--- config.mk ---
export PLATFORM = sky130hd
export DESIGN_NAME = mem_arbiter
export DESIGN_NICKNAME = d
export VERILOG_FILES = /design/src/rtl/mem_arbiter.sv
export SDC_FILE = /design/constraint.sdc
export NUM_CORES = 1
export LEC_CHECK = 0
export CAP_MARGIN = 15
export CORE_MARGIN = 5
export CORE_UTILIZATION = 39
export CTS_BUF_LIST = sky130_fd_sc_hd__clkbuf_2 sky130_fd_sc_hd__clkbuf_4 sky130_fd_sc_hd__clkbuf_8
export DETAILED_ROUTE_END_ITERATION = 10
export PLACE_DENSITY = 0.85
export SLEW_MARGIN = 10
export SYNTH_ARGS = -nofsm -noshare
export SYNTH_HDL_FRONTEND = slang
export SYNTH_SLANG_ARGS = --single-unit
export TNS_END_PERCENT = 50
--- constraint.sdc ---
create_clock -name clk -period 7.15 [get_ports clk]
set_input_delay 2.145 -clock clk [delete_from_list [all_inputs] [get_ports clk]]
set_output_delay 2.145 -clock clk [all_outputs]
set_load 0.02 [all_outputs]
--- src/rtl/mem_arbiter.sv ---
// mem_arbiter: round-robin arbiter sharing one single-port RAM between
// instruction fetch (IF) and load/store (LS), one access in flight.
//
// Ports:
//   clk, a_reset             clock, async active-high reset
//   if_req/if_addr           fetch request (read only)
//   if_gnt/if_rvalid/if_rdata
//   ls_req/ls_we/ls_be/ls_addr/ls_wdata   load/store request
//   ls_gnt/ls_rvalid/ls_rdata
//   mem_en/mem_we/mem_be/mem_addr/mem_wdata/mem_rdata   RAM side
module mem_arbiter #(
  parameter int ADDR_WIDTH  = 31,
  parameter int DATA_WIDTH  = 32,
  parameter int MEM_LATENCY = 1
) (
  input  logic                    clk,
  input  logic                    a_reset,
  input  logic                    if_req,
  input  logic [ADDR_WIDTH-1:0]   if_addr,
  output logic                    if_gnt,
  output logic                    if_rvalid,
  output logic [DATA_WIDTH-1:0]   if_rdata,
  input  logic                    ls_req,
  input  logic                    ls_we,
  input  logic [DATA_WIDTH/8-1:0] ls_be,
  input  logic [ADDR_WIDTH-1:0]   ls_addr,
  input  logic [DATA_WIDTH-1:0]   ls_wdata,
  output logic                    ls_gnt,
  output logic                    ls_rvalid,
  output logic [DATA_WIDTH-1:0]   ls_rdata,
  output logic                    mem_en,
  output logic                    mem_we,
  output logic [DATA_WIDTH/8-1:0] mem_be,
  output logic [ADDR_WIDTH-1:0]   mem_addr,
  output logic [DATA_WIDTH-1:0]   mem_wdata,
  input  logic [DATA_WIDTH-1:0]   mem_rdata
);

  localparam int BW = DATA_WIDTH / 8;
  localparam logic [1:0] CNT_INIT = 2'(MEM_LATENCY - 1);

  typedef enum logic [1:0] {
    IDLE,
    ISSUE,
    WAIT,
    RESP
  } state_t;

  state_t state_q, state_d;
  logic [1:0] cnt_q, cnt_d;

  // owner/last: 0 = IF, 1 = LS
  logic owner_q;
  logic last_q;
  logic cap;
  logic win_ls;

  logic                  we_q;
  logic [BW-1:0]         be_q;
  logic [ADDR_WIDTH-1:0] addr_q;
  logic [DATA_WIDTH-1:0] wdata_q;

  always_comb begin
    state_d = state_q;
    cnt_d   = cnt_q;
    cap     = 1'b0;
    win_ls  = 1'b0;
    unique case (state_q)
      IDLE: begin
        if (if_req || ls_req) begin
          cap     = 1'b1;
          // on conflict the side not granted last time wins
          win_ls  = ls_req && (!if_req || !last_q);
          state_d = ISSUE;
        end
      end
      ISSUE: begin
        cnt_d   = CNT_INIT;
        state_d = (MEM_LATENCY == 1) ? RESP : WAIT;
      end
      WAIT: begin
        cnt_d = cnt_q - 2'd1;
        if (cnt_q == 2'd1) state_d = RESP;
      end
      RESP: state_d = IDLE;
      default: state_d = IDLE;
    endcase
  end

  always_ff @(posedge clk or posedge a_reset) begin
    if (a_reset) begin
      state_q <= IDLE;
      cnt_q   <= 2'd0;
      owner_q <= 1'b0;
      last_q  <= 1'b0;
      we_q    <= 1'b0;
      be_q    <= '0;
      addr_q  <= '0;
      wdata_q <= '0;
    end else begin
      state_q <= state_d;
      cnt_q   <= cnt_d;
      if (cap) begin
        owner_q <= win_ls;
        last_q  <= win_ls;
        we_q    <= win_ls && ls_we;
        be_q    <= win_ls ? ls_be : '1;
        addr_q  <= win_ls ? ls_addr : if_addr;
        wdata_q <= win_ls ? ls_wdata : '0;
      end
    end
  end

  logic iss;
  logic rsp;

  assign iss = (state_q == ISSUE);
  assign rsp = (state_q == RESP);

  assign mem_en    = iss;
  assign mem_we    = iss && we_q;
  assign mem_be    = be_q;
  assign mem_addr  = addr_q;
  assign mem_wdata = wdata_q;

  assign if_gnt    = iss && !owner_q;
  assign ls_gnt    = iss && owner_q;
  assign if_rvalid = rsp && !owner_q;
  assign ls_rvalid = rsp && owner_q;

  // stores complete with zero data
  assign if_rdata = if_rvalid ? mem_rdata : '0;
  assign ls_rdata = (ls_rvalid && !we_q) ? mem_rdata : '0;

endmodule

==> qor.yml, run 1 <==
global_route:
  grt_first_pass_wirelength_um: 22090
  grt_max_degree: 74
  antenna_found_initial: 1
  gr-usage-all-layers_pct: 24.13
  gr-total-overflow: 0
  grt_pass1_vias: 4218
sta:
  period_share_pct: 77.81
  fmax_mhz: 179.7
  final-hold-violation-count: 0
  worst_pin_slew_ns: 1.062
  setup_viol: 0
  rsz0062_at_grt: "false"
  fin_crit_ns: 5.564
  relSlewSlack_pct: 29.11
  setup_tns_ns: 0
  slew_violations: 0
  finClkSkew_ns: 0.007044
drt:
  wl_um: 14560
  drc: 0
  dr.pass1.iters: 4
  drtIter0Drc: 199
  vias: 4059
  vias_per_cell: 5.383
  wl_per_cell_um: 19.31
  final_antenna_net_count: 0
final_layout:
  final_cell_mix: "271 x clkdlybuf4s50_1, 73 x dfrtp_1, 67 x and2_1"
  regArea_sq_mm: 0.001827
  fillers: 695
  mostFrequentLayoutCell: "clkdlybuf4s50_1"
  multiInputGateArea_sq_mm: 0.001678
  nets: 760
  synthToLayoutAreaGrowth_pct: 79.32
  instances_no_fill: 754
  drive_above_1_share_pct: 4.808
worst_hold_path:
  min_path_cells: 1
  hold_path_end: "cnt_q[0]$_DFFE_PP0P_"
  holdCritPathClass: "flip-flop to flip-flop"
  min_from: "cnt_q[0]$_DFFE_PP0P_"
setup_path:
  reg2reg_slack_ns: 4.77
  crit_required_ns: 5.01
  reg2reg_from: "state_q[0]$_DFFE_PP0P_"
  cp-end-kind: "primary output"
  arrival_ns: 3.42
  criticalPathCategory: "input port to primary output"
  startpoint_type: "input port"
  r2r-end: "mem_wdata[8]$_DFFE_PP0P_"
  reg2regPathDepth: 7
  critPathMaxFanout: 2
place:
  numPortBuffers: 271
  dp_cells: 737
  dp_hpwl_um: 11110
  gp_congestion: 0.8542
synthesis:
  synthCells: 370
  ys_warn_count: 0
  synth_ff_type: "dfrtp_1"
  synthTopCellsByArea: "dfrtp_1 49%, and2_1 11%, a22o_1 7.7%, o2111ai_1 7.2%, a31oi_1 5.2%"
  synth_area_sq_mm: 0.003764
  syn_nets: 510
  yosys.area.top_type: "dfrtp_1"
  synth.yosys.seq_area_share_pct: 48.54
  synth_cell_types: 28
  synth_edf_count: 0
  yosys_register_bits: 73
  synth_top_cell_area_share_pct: 48.54
  avgSynthCellArea_sq_um: 10.17
  synthArstFlopShare_pct: 100.0
clock_network:
  cts_root_buf: "clkbuf_8"
  cts_hold_buf: 0
  post-cts-setup-buffers: 0
  cts_tree: "done"
  htree_levels: 3
  clk_path_buf_depth: 2
  cts_sinks: 73
  clock_latency_ns: 0.34
  postCtsResizedCells: 0
  cts_inserted_buffers: 9
  clkTransAtPathRegs_ns: 0.07
floorplan:
  dieArea_sq_mm: 0.01171
  die_y_um: 108.2
  boundaryPins: 272
  die_x_um: 108.2
  initial_core_util_pct: 40.35
  rows: 35
  core_area_sq_mm: 0.009328
power:
  ir_drop_mv: 0.2005
  p_leak_uw: 0.002658
  powerDensity_mw_per_mm2: 389.1
  power_uw: 2626
outcome:
  outcome: "completed"
run:
  cap_violations: 0
## flip-flops by register name, summed over array words and instances (netlist names)
name / cells
state_q: 2
cnt_q: 2
mem_wdata: 32
mem_be: 4
last_q: 1
we_q: 1
mem_addr: 31
## synth_stat cells (2+ instances only)
master / instances
a22o_1: 33
a31oi_1: 31
and2_1: 67
buf_2: 19
buf_6: 8
clkbuf_1: 8
clkbuf_2: 3
dfrtp_1: 73
ha_1: 5
inv_1: 6
mux2i_1: 2
nor2_1: 32
nor2b_1: 3
o2111ai_1: 31
o21ai_0: 33
o22a_1: 4
## final cells by class
cell class,instances,area share [%]
clock inverters,5,1.891
inverters,6,0.3337
multi-input cells,252,24.86
clock buffers,10,2.039
well taps,129,2.392
flip-flops and latches,73,27.07
diodes,1,0.03708
repair buffers,278,41.38
## worst max-delay path by stage
| stage | to | cells past startpoint | startpoint | slack [ns] |
|---|---|---|---|---|
| after floorplan | if_rdata[0] | 1 | mem_rdata[0] | 2.65 |
| after global placement | ls_rdata[1] | 3 | mem_rdata[1] | 1.60 |
| after detailed placement | ls_rdata[1] | 3 | mem_rdata[1] | 1.58 |
| after CTS | ls_rdata[1] | 3 | mem_rdata[1] | 1.58 |
| after global routing | if_rdata[20] | 3 | mem_rdata[20] | 1.55 |
| final | if_rdata[20] | 3 | mem_rdata[20] | 1.59 |
## worst max-delay path, stage by stage
cell and delay, ns:
clkdlybuf4s50_1 0.53, and2_1 0.15, clkdlybuf4s50_1 0.60
## kinds of logic (layout without fill, tap and decap cells)
logic type      count (synthesis)  count (layout)  synth area share (%)
mux                             3               3                0.8311
other cells                     0               1                     0
fa+ha+maj                       5               5                 1.662
compound gates                135             135                 25.93
buf+inv                        45             299                 6.915
flops                          73              73                 48.54
simple gates                  109             109                 16.12
## stage by stage
stage	cell area, sq um	util, %	hold slack, ns	setup slack [ns]
CTS	6726	72.11	0.4973	1.583
finish	6749	72.35	0.4957	1.586
global placement	6431	68.95	0.4644	1.603
global route	6749	72.35	0.5205	1.550
floorplan	3764	-	0.4569	2.650
detailed placement	6461	69.27	0.4874	1.583
## where the power goes
group	leakage, uW	switching (uW)	internal [uW]
sequential	0.000874	103	588
combinational	0.00165	790	717
clock	0.000129	153	275
## per-layer routing
layer	share of wire, %	wire [um]	GRT usage [%]
met1	35	5066	25.61
met2	52	7601	43.74
met3	9.3	1354	7.522
met4	3.7	539	10.73
met5	0	0	0
No activity file was read; power rests on OpenSTA's default activity.
==> run 2: changes to the inputs <==
--- a/config.mk
+++ b/config.mk
@@ -7,10 +7,10 @@
 export LEC_CHECK = 0
 export CAP_MARGIN = 15
 export CORE_MARGIN = 5
-export CORE_UTILIZATION = 39
+export CORE_UTILIZATION = 36
 export CTS_BUF_LIST = sky130_fd_sc_hd__clkbuf_2 sky130_fd_sc_hd__clkbuf_4 sky130_fd_sc_hd__clkbuf_8
 export DETAILED_ROUTE_END_ITERATION = 10
-export PLACE_DENSITY = 0.85
+export PLACE_DENSITY = 0.79
 export SLEW_MARGIN = 10
 export SYNTH_ARGS = -nofsm -noshare
 export SYNTH_HDL_FRONTEND = slang
==> constraint.sdc (replaced) <==
create_clock -name clk -period 5.4 [get_ports clk]
set_input_delay 1.62 -clock clk [delete_from_list [all_inputs] [get_ports clk]]
set_output_delay 1.62 -clock clk [all_outputs]
set_load 0.02 [all_outputs]
==> qor.yml, run 2 (synthesized netlist as in run 1, its figures left out) <==
power:
  ir_drop_mv: 0.2342
  power_uw: 3306
  p_leak_uw: 0.002613
  powerDensity_mw_per_mm2: 497.1
final_layout:
  drive_above_1_share_pct: 4.655
  fillers: 839
  final_cell_mix: "271 x clkdlybuf4s50_1, 73 x dfrtp_1, 67 x and2_1"
  synthToLayoutAreaGrowth_pct: 76.70
  largest_reg_flops: 32
  multiInputGateArea_sq_mm: 0.001678
  regArea_sq_mm: 0.001827
  mostFrequentLayoutCell: "clkdlybuf4s50_1"
  final_area_sq_mm: 0.006650
  finish.utilization_pct: 64.71
  nets: 759
  antenna_cells: 0
sta:
  worst_pin_slew_ns: 1.135
  final-hold-violation-count: 0
  setup_viol: 0
  slew_violations: 0
  finClkSkew_ns: 0.008550
  setup_tns_ns: 0
  fin_ws_ns: 0.8781
  period_share_pct: 83.74
  relSlewSlack_pct: 24.32
  fmax_mhz: 221.1
  rsz0062_at_grt: "false"
  fin_crit_ns: 4.522
global_route:
  antenna_found_initial: 0
  grt_max_degree: 68
  grt_pass1_vias: 4106
  gr-total-overflow: 0
  grt_first_pass_wirelength_um: 22140
  gr-usage-all-layers_pct: 21.73
setup_path:
  arrival_ns: 2.90
  startpoint_type: "input port"
  criticalPathCategory: "input port to primary output"
  crit_required_ns: 3.78
  critPathMaxFanout: 2
  cp-end-kind: "primary output"
floorplan:
  dieArea_sq_mm: 0.01260
  die_y_um: 112.2
  rows: 37
  die_x_um: 112.2
  boundaryPins: 272
  core_area_sq_mm: 0.01028
  initial_core_util_pct: 36.62
clock_network:
  cts_root_buf: "clkbuf_8"
  cts_tree: "done"
  postCtsResizedCells: 0
  clkTransAtPathRegs_ns: 0.07
  cts_inserted_buffers: 9
  clk_path_buf_depth: 2
  htree_levels: 3
  post-cts-setup-buffers: 0
  cts_hold_buf: 0
  cts_sinks: 73
  clock_latency_ns: 0.34
drt:
  final_antenna_net_count: 0
  wl_um: 13970
  wl_per_cell_um: 18.41
  vias_per_cell: 5.174
  drc: 0
  dr.pass1.iters: 5
  vias: 3927
  drtIter0Drc: 269
outcome:
  outcome: "completed"
place:
  dp_hpwl_um: 10850
  numPortBuffers: 271
  post-place-ws_ns: 0.8710
  placed_cell_area_sq_mm: 0.006455
  gp_congestion: 0.8420
run:
  cap_violations: 0
worst_hold_path:
  holdCritPathClass: "flip-flop to flip-flop"
run 2: cell types whose count changed in the layout (fill, tap and decap cells not counted):
| cell | delta |
|---|---|
| diode_2 | -1 |
| inv_2 | -1 |
| buf_4 | +2 |
| bufinv_16 | -3 |
| buf_8 | -2 |
| buf_12 | -1 |
| clkinv_2 | +3 |
| clkinv_4 | +1 |
run 2: through the flow:
stage | hold WS [ns] | instances
floorplan | 0.4569 | 370
global placement | 0.4674 | 744
detailed placement | 0.4761 | 744
CTS | 0.4857 | 759
global route | 0.4896 | 759
finish | 0.4827 | 759
run 2: layout make-up:
class                      instances  share of cell area (%)
tap                              136                   2.559
inverter                           6                  0.3575
clock buffer                      10                   2.070
timing repair buffer             277                   41.47
clock inverter                     5                  0.8467
sequential                        73                   27.47
multi-input combinational        252                   25.23
run 2: layer usage:
| layer | track usage, % | routed length, um |
|---|---|---|
| met1 | 23.15 | 4914 |
| met2 | 40.41 | 7556 |
| met3 | 5.445 | 1084 |
| met4 | 9.375 | 415 |
| met5 | 0 | 0 |
run 2: power by group:
part / leakage [uW] / total, uW / switching (uW) / internal [uW]
sequential: 0.000874 / 913 / 134 / 779
clock: 0.0000981 / 420 / 198 / 223
combinational: 0.00164 / 1970 / 1040 / 936
run 2: path summary, 6_finish.rpt:
kind | end | slack [ns] | start | cells past startpoint
max in group asynchronous | mem_addr[14]$_DFFE_PP0P_ | 2.82 | a_reset | 3
max | if_rdata[20] | 0.88 | mem_rdata[20] | 3
min in group asynchronous | mem_wdata[3]$_DFFE_PP0P_ | 1.76 | a_reset | 2
max reg2reg | mem_addr[15]$_DFFE_PP0P_ | 2.98 | state_q[0]$_DFFE_PP0P_ | 6
min | cnt_q[0]$_DFFE_PP0P_ | 0.48 | cnt_q[0]$_DFFE_PP0P_ | 1
min reg2reg | cnt_q[0]$_DFFE_PP0P_ | 0.48 | cnt_q[0]$_DFFE_PP0P_ | 1
run 2: critical path: stages:
cell,delay (ns)
clkdlybuf4s50_1,0.53
and2_1,0.15
clkdlybuf4s50_1,0.60
==> RTL change 1: new RTL, config.mk and constraints of run 2 <==
Encoding of `state_t`: now one-hot (4 bits for 4 states).
--- a/src/rtl/mem_arbiter.sv
+++ b/src/rtl/mem_arbiter.sv
@@ -39,11 +39,11 @@
   localparam int BW = DATA_WIDTH / 8;
   localparam logic [1:0] CNT_INIT = 2'(MEM_LATENCY - 1);
 
-  typedef enum logic [1:0] {
-    IDLE,
-    ISSUE,
-    WAIT,
-    RESP
+  typedef enum logic [3:0] {
+    IDLE  = 4'b0001,
+    ISSUE = 4'b0010,
+    WAIT  = 4'b0100,
+    RESP  = 4'b1000
   } state_t;
 
   state_t state_q, state_d;
Check against the original RTL: same outputs for any inputs over 10 cycles, from zero or initial values and one cycle with a_reset high; not proved beyond that.
==> RTL change 1 against run 2 <==
- non-clock buffer count increased by 3
- sequential cell count shrank 1
- power is 4.2% lower
- combinational power shrank 9.6%
- design area decreased by 1.7%
- hold slack better by 0.013 ns
- count of clock-buffer cells in the layout shrank 1
- synthesized area is 7.4% lower
- routed wire length hardly changed
- die area shrank 6.8%
- via count shrank 4.9%
- first-iteration DRC count is 24% lower
- setup slack lost 0.015 ns
- largest power group unchanged
==> RTL change 1: results (changes against run 2) <==
Cells and area
  • Fill cells: 778 (-7.3%)
  • Largest register FFs: 32 (unchanged)
  • Ant. Diodes: 0 (unchanged)
  • Share of cells above drive strength 1: 5.69% (+1.0 points)
  • Nets: 745 (-1.8%)

Power and ir drop
  • Worst IR Drop VDD: 0.000308 V (+32%)
  • P_sw: 1.29 mW (-5.7%)
  • Leakage dissipation: 2.67 nW (+2.0%)

Yosys
  • Synth Area in Compound Gates: 26.0% (+0.075 points)
  • Synth top area cells: dfrtp_1, and2_1, a22o_1
  • Synth cell count leaders: dfrtp_1, and2_1, nor2_1
  • Synth Area in Adders: 0% (-1.7 points)
  • Share of the synthesized area in the top cell type: 51.0% (+2.5 points)
  • Sequential area share after synthesis: 51.8% (+3.2 points)
  • Synth Net Count: 485 (-4.9%)
  • Mux cell area share after synthesis: 0% (-0.83 points)
  • XOR/XNOR share of the synthesized area: 0% (unchanged)
  • Dominant synthesized flop cell: dfrtp_1
  • Fraction of registers with async set/reset: 100% (unchanged)
  • Synth unique cells: 27 (-3.6%)
  • Ys Warns: 0 (unchanged)

Clock network
  • Postcts setup bufs: 0 (unchanged)
  • Post-CTS sizing: 0 (unchanged)
  • CTS clk-pin slew, worst paths: 0.06 ns
  • Clock Tree Root: clkbuf_8
  • CTS Buf Count: 9 (unchanged)
  • Clk Latency, worst-skew pair: 0.34 ns (about the same)
  • Longest Clk Path Bufs: 2 (unchanged)
  • Htree depth: 3 (unchanged)

Drt
  • Antenna-violating nets left: 0 (unchanged)
  • Iter 0 DRT Violations: 204 (-24%)
  • Drt via density: 4.99 (-3.5%)
  • Average wire per cell in the routed design: 18.7 µm (+1.6%)
  • DRT Pass-1 Iters: 4 (-1)

Worst setup path
  • CP arrival: 2.92 ns (+0.02 ns)
  • Crit-path leading delay family: buffers and inverters
  • CP peak stage delay: 0.60 ns (about the same)
  • Max stage delay cell, worst path: clkdlybuf4s50_1
  • Crit-path max FO: 2 (unchanged)

Placed design
  • Port Buffers: 271 (unchanged)
  • GP Congestion: 0.983 (+17%)
  • Hpwl dp: 10,600 µm (-2.6%)

Timing
  • Clock Skews: 0.0113 ns (+0.00272 ns)
  • Worst Tran Pin Value: 0.901 ns (-0.234 ns)

Global route
  • GRT Total Usage: 23.2% (+1.4 points)
  • First-pass GRT wire length: 20,900 µm (-5.5%)
  • Vias in the first global route: 3,681 (-10%)
  • Initial antenna violation count: 0 (unchanged)
  • Largest net degree at the start of global routing: 38 (-44%)

Status
  • Outcome: finished, final reports clean

Min path
  • Hold Crit Class: reg2reg
RTL change 1: cell families (layout without fill, tap and decap cells):
logic type,Yosys count,count (layout)
buffers and inverters,33,298
AO/OA/AOI/OAI,135,135
AND/OR/NAND/NOR,110,110
flip-flops,72,72
RTL change 1: area by class of cell:
type | count | area [µm²] | area share, %
repair buffers | 280 | 2820 | 43.1
flip-flops and latches | 72 | 1800 | 27.6
multi-input cells | 245 | 1550 | 23.7
inverters | 2 | 7.51 | 0.115
well taps | 133 | 166 | 2.54
clock inverters | 7 | 70.1 | 1.07
clock buffers | 9 | 124 | 1.89
RTL change 1: per-stage QoR:
| step | setup WS [ns] | instances | instance area [µm²] | util [%] |
|---|---|---|---|---|
| global placement | 0.898 | 730 | 6290 | 65.6 |
| detailed placement | 0.885 | 731 | 6320 | 65.9 |
| floorplan | 1.95 | 350 | 3480 | - |
| global route | 0.841 | 748 | 6540 | 68.2 |
| CTS | 0.882 | 747 | 6510 | 67.9 |
| finish | 0.863 | 748 | 6540 | 68.2 |
RTL change 1: path summary, 6_finish.rpt:
check,startpoint,to,slack (ns),cells past startpoint
max in group asynchronous,a_reset,mem_wdata[15]$_DFFE_PP0P_,2.70,3
max reg2reg,state_q[0]$_DFFE_PP1P_,mem_wdata[27]$_DFFE_PP0P_,3.02,5
min reg2reg,mem_addr[4]$_DFFE_PP0P_,mem_addr[4]$_DFFE_PP0P_,0.50,2
min in group asynchronous,a_reset,mem_wdata[12]$_DFFE_PP0P_,1.73,2
min,mem_addr[4]$_DFFE_PP0P_,mem_addr[4]$_DFFE_PP0P_,0.50,2
max,mem_rdata[0],ls_rdata[0],0.86,3
RTL change 1: power by group through the flow:
| stage | clock (mW) | combinational [mW] | sequential, mW |
|---|---|---|---|
| finish | 0.422 | 1.78 | 0.968 |
| global route | 0.451 | 1.89 | 1.01 |
| CTS | 0.432 | 1.76 | 0.968 |
| detailed placement | 0 | 1.75 | 0.970 |
| global placement | 0 | 1.71 | 0.963 |
| floorplan | 0 | 0.628 | 1.26 |
RTL change 1: layer usage:
metal  wire [µm]  track usage, %
met1        5910            30.8
met2        6730            37.3
met3        1120            6.03
met4         227            6.94
met5           0               0
RTL change 1: worst register-to-register path, cell delays in order (launching register included):
cell,delay [ns]
dfstp_2,0.58
or3b_1,0.56
buf_16,0.25
nor2_2,0.56
buf_16,0.24
a22o_1,0.14
==> RTL change 2: new RTL, settings of run 2 <==
Without the edit above. `DATA_WIDTH`: 32 -> 16.
--- a/src/rtl/mem_arbiter.sv
+++ b/src/rtl/mem_arbiter.sv
@@ -10,7 +10,7 @@
 //   mem_en/mem_we/mem_be/mem_addr/mem_wdata/mem_rdata   RAM side
 module mem_arbiter #(
   parameter int ADDR_WIDTH  = 31,
-  parameter int DATA_WIDTH  = 32,
+  parameter int DATA_WIDTH  = 16,
   parameter int MEM_LATENCY = 1
 ) (
   input  logic                    clk,
Ports: changed (7 resized); port bits go from 272 to 188. No check against the original RTL was run, so the function may have changed too.
==> RTL change 2 against run 2 <==
- routed wire length decreased by 28%
- setup slack improved by 0.058 ns
- power shrank 26%
- design area decreased by 27%
- sequential cell count is 18 lower
- synthesized area shrank 23%
- via count is 22% lower
- die area is 21% lower
- global-route usage decreased by 1.7 points
- first-iteration DRC count down 49%
- non-clock buffer count is 85 lower
- largest power group unchanged
==> RTL change 2: results (changes against run 2) <==
Global route
  • Vias in the first global route: 3,152 (-23%)
  • First-pass GRT wire length: 16,200 µm (-27%)
  • Largest net degree at the start of global routing: 56 (-18%)
  • Initial antenna violation count: 0 (unchanged)
  • GRT Total Usage: 20.0% (-1.7 points)

Clock network
  • # clock sinks: 55 (-25%)
  • Post-CTS sizing: 0 (unchanged)
  • CTS clk-pin slew, worst paths: 0.10 ns (+0.03 ns)
  • Htree depth: 2 (-1)
  • CTS Buf Count: 5 (-4)
  • Clk Latency, worst-skew pair: 0.31 ns (-0.03 ns)

Placed design
  • GP Congestion: 0.828 (-1.7%)
  • Post-Place Worst Slack: 0.914 ns (+0.0433 ns)
  • Dpl cell area: 0.00475 mm² (-26%)
  • Port Buffers: 187 (-31%)
  • Placed instance count: 556 (-25%)
  • Hpwl dp: 7390 µm (-32%)

Yosys
  • Post-synthesis instance total: 294 (-21%)
  • Mux cell area share after synthesis: 1.07% (+0.24 points)
  • Syn Std Cell Area: 0.00292 mm² (-23%)
  • EDFF count, synth: 0 (unchanged)
  • Sequential area share after synthesis: 47.2% (-1.3 points)
  • Synth Net Count: 400 (-22%)
  • Synth cell count leaders: dfrtp_1, and2_1, nor2_1
  • Synth Area in Compound Gates: 28.2% (+2.3 points)
  • Synth top area cells: dfrtp_1, o2111ai_1, and2_1
  • Synth Area in Adders: 2.15% (+0.48 points)

Power and ir drop
  • Leakage dissipation: 1.87 nW (-28%)
  • Switching power share of the total: 41.8% (+0.41 points)
  • Worst IR Drop VDD: 0.000209 V (-11%)

Cells and area
  • Fraction of area in multi-input gates: 27.0% (+1.8 points)
  • Share of cells above drive strength 1: 4.11% (-0.54 points)
  • Repair and plain buffers: 192 (-31%)
  • Signal buf overhead: 39.2% (-2.3 points)
  • Fill cells: 658 (-22%)
  • Largest register FFs: 31 (-3.1%)
  • Design area: 0.00487 mm² (-27%)
  • Nets: 567 (-25%)
  • Clock-cell share: 2.42% (-0.50 points)
  • Area-dominant class: buffers
  • Clock buffer cells: 6 (-4)
  • Sequential cell area: 0.00138 mm² (-25%)
  • Multi-In Gates: 201 (-20%)

Worst setup path
  • CP arrival: 2.84 ns (-0.06 ns)
  • Reg-to-reg endpoint: mem_wdata[1]$_DFFE_PP0P_
  • R2r setup slk: 3.08 ns (+0.10 ns)
  • Critical Path Start: mem_rdata[9]
  • Worst Setup EP: if_rdata[9]

Min path
  • Worst Hold Launch: mem_wdata[7]$_DFFE_PP0P_
  • Hold EP: mem_wdata[7]$_DFFE_PP0P_

Timing
  • Fin crit period: 4.46 ns (-0.0583 ns)
  • WHS: 0.514 ns (+0.0310 ns)
  • Slew Limit Headroom: 28.7% (+4.4 points)
  • Clock Skews: 0.00604 ns (-0.00251 ns)

Drt
  • Routed wire length: 10,000 µm (-28%)
  • Average wire per cell in the routed design: 17.8 µm (-3.2%)
  • Iter 0 DRT Violations: 136 (-49%)
  • DR vias: 3,070 (-22%)

Status
  • Outcome: finished, final reports clean
[RTL change 2: changes by cell type after synthesis, sizes merged, moves of 2 or more]
cell	before	now
buf	28	19
o32a	0	2
a22o	33	17
dfrtp	73	55
clkbuf	11	13
and2	68	36
o22a	4	0
[RTL change 2: layer usage]
metal | global-route usage [%] | vias to the layer above | wire (µm)
met5 | 0 | - | 0
met4 | 5.18 | 0 | 184
met3 | 5.98 | 13 | 993
met2 | 36.4 | 155 | 5110
met1 | 22.9 | 1471 | 3760
li1 | - | 1431 | -
[RTL change 2: power groups by stage]
stage / Sequential, mW / Combinational, mW / Clock [mW]
2_1_floorplan: 0.895 / 0.625 / 0
3_3_place_gp: 0.694 / 1.44 / 0
3_5_place_dp: 0.708 / 1.47 / 0
4_1_cts: 0.701 / 1.47 / 0.288
5_1_grt: 0.726 / 1.56 / 0.310
6_report: 0.700 / 1.46 / 0.286
[RTL change 2: worst max-delay path: stages]
cell             delay (ns)
clkdlybuf4s50_1        0.46
and2_1                 0.15
clkdlybuf4s50_1        0.61
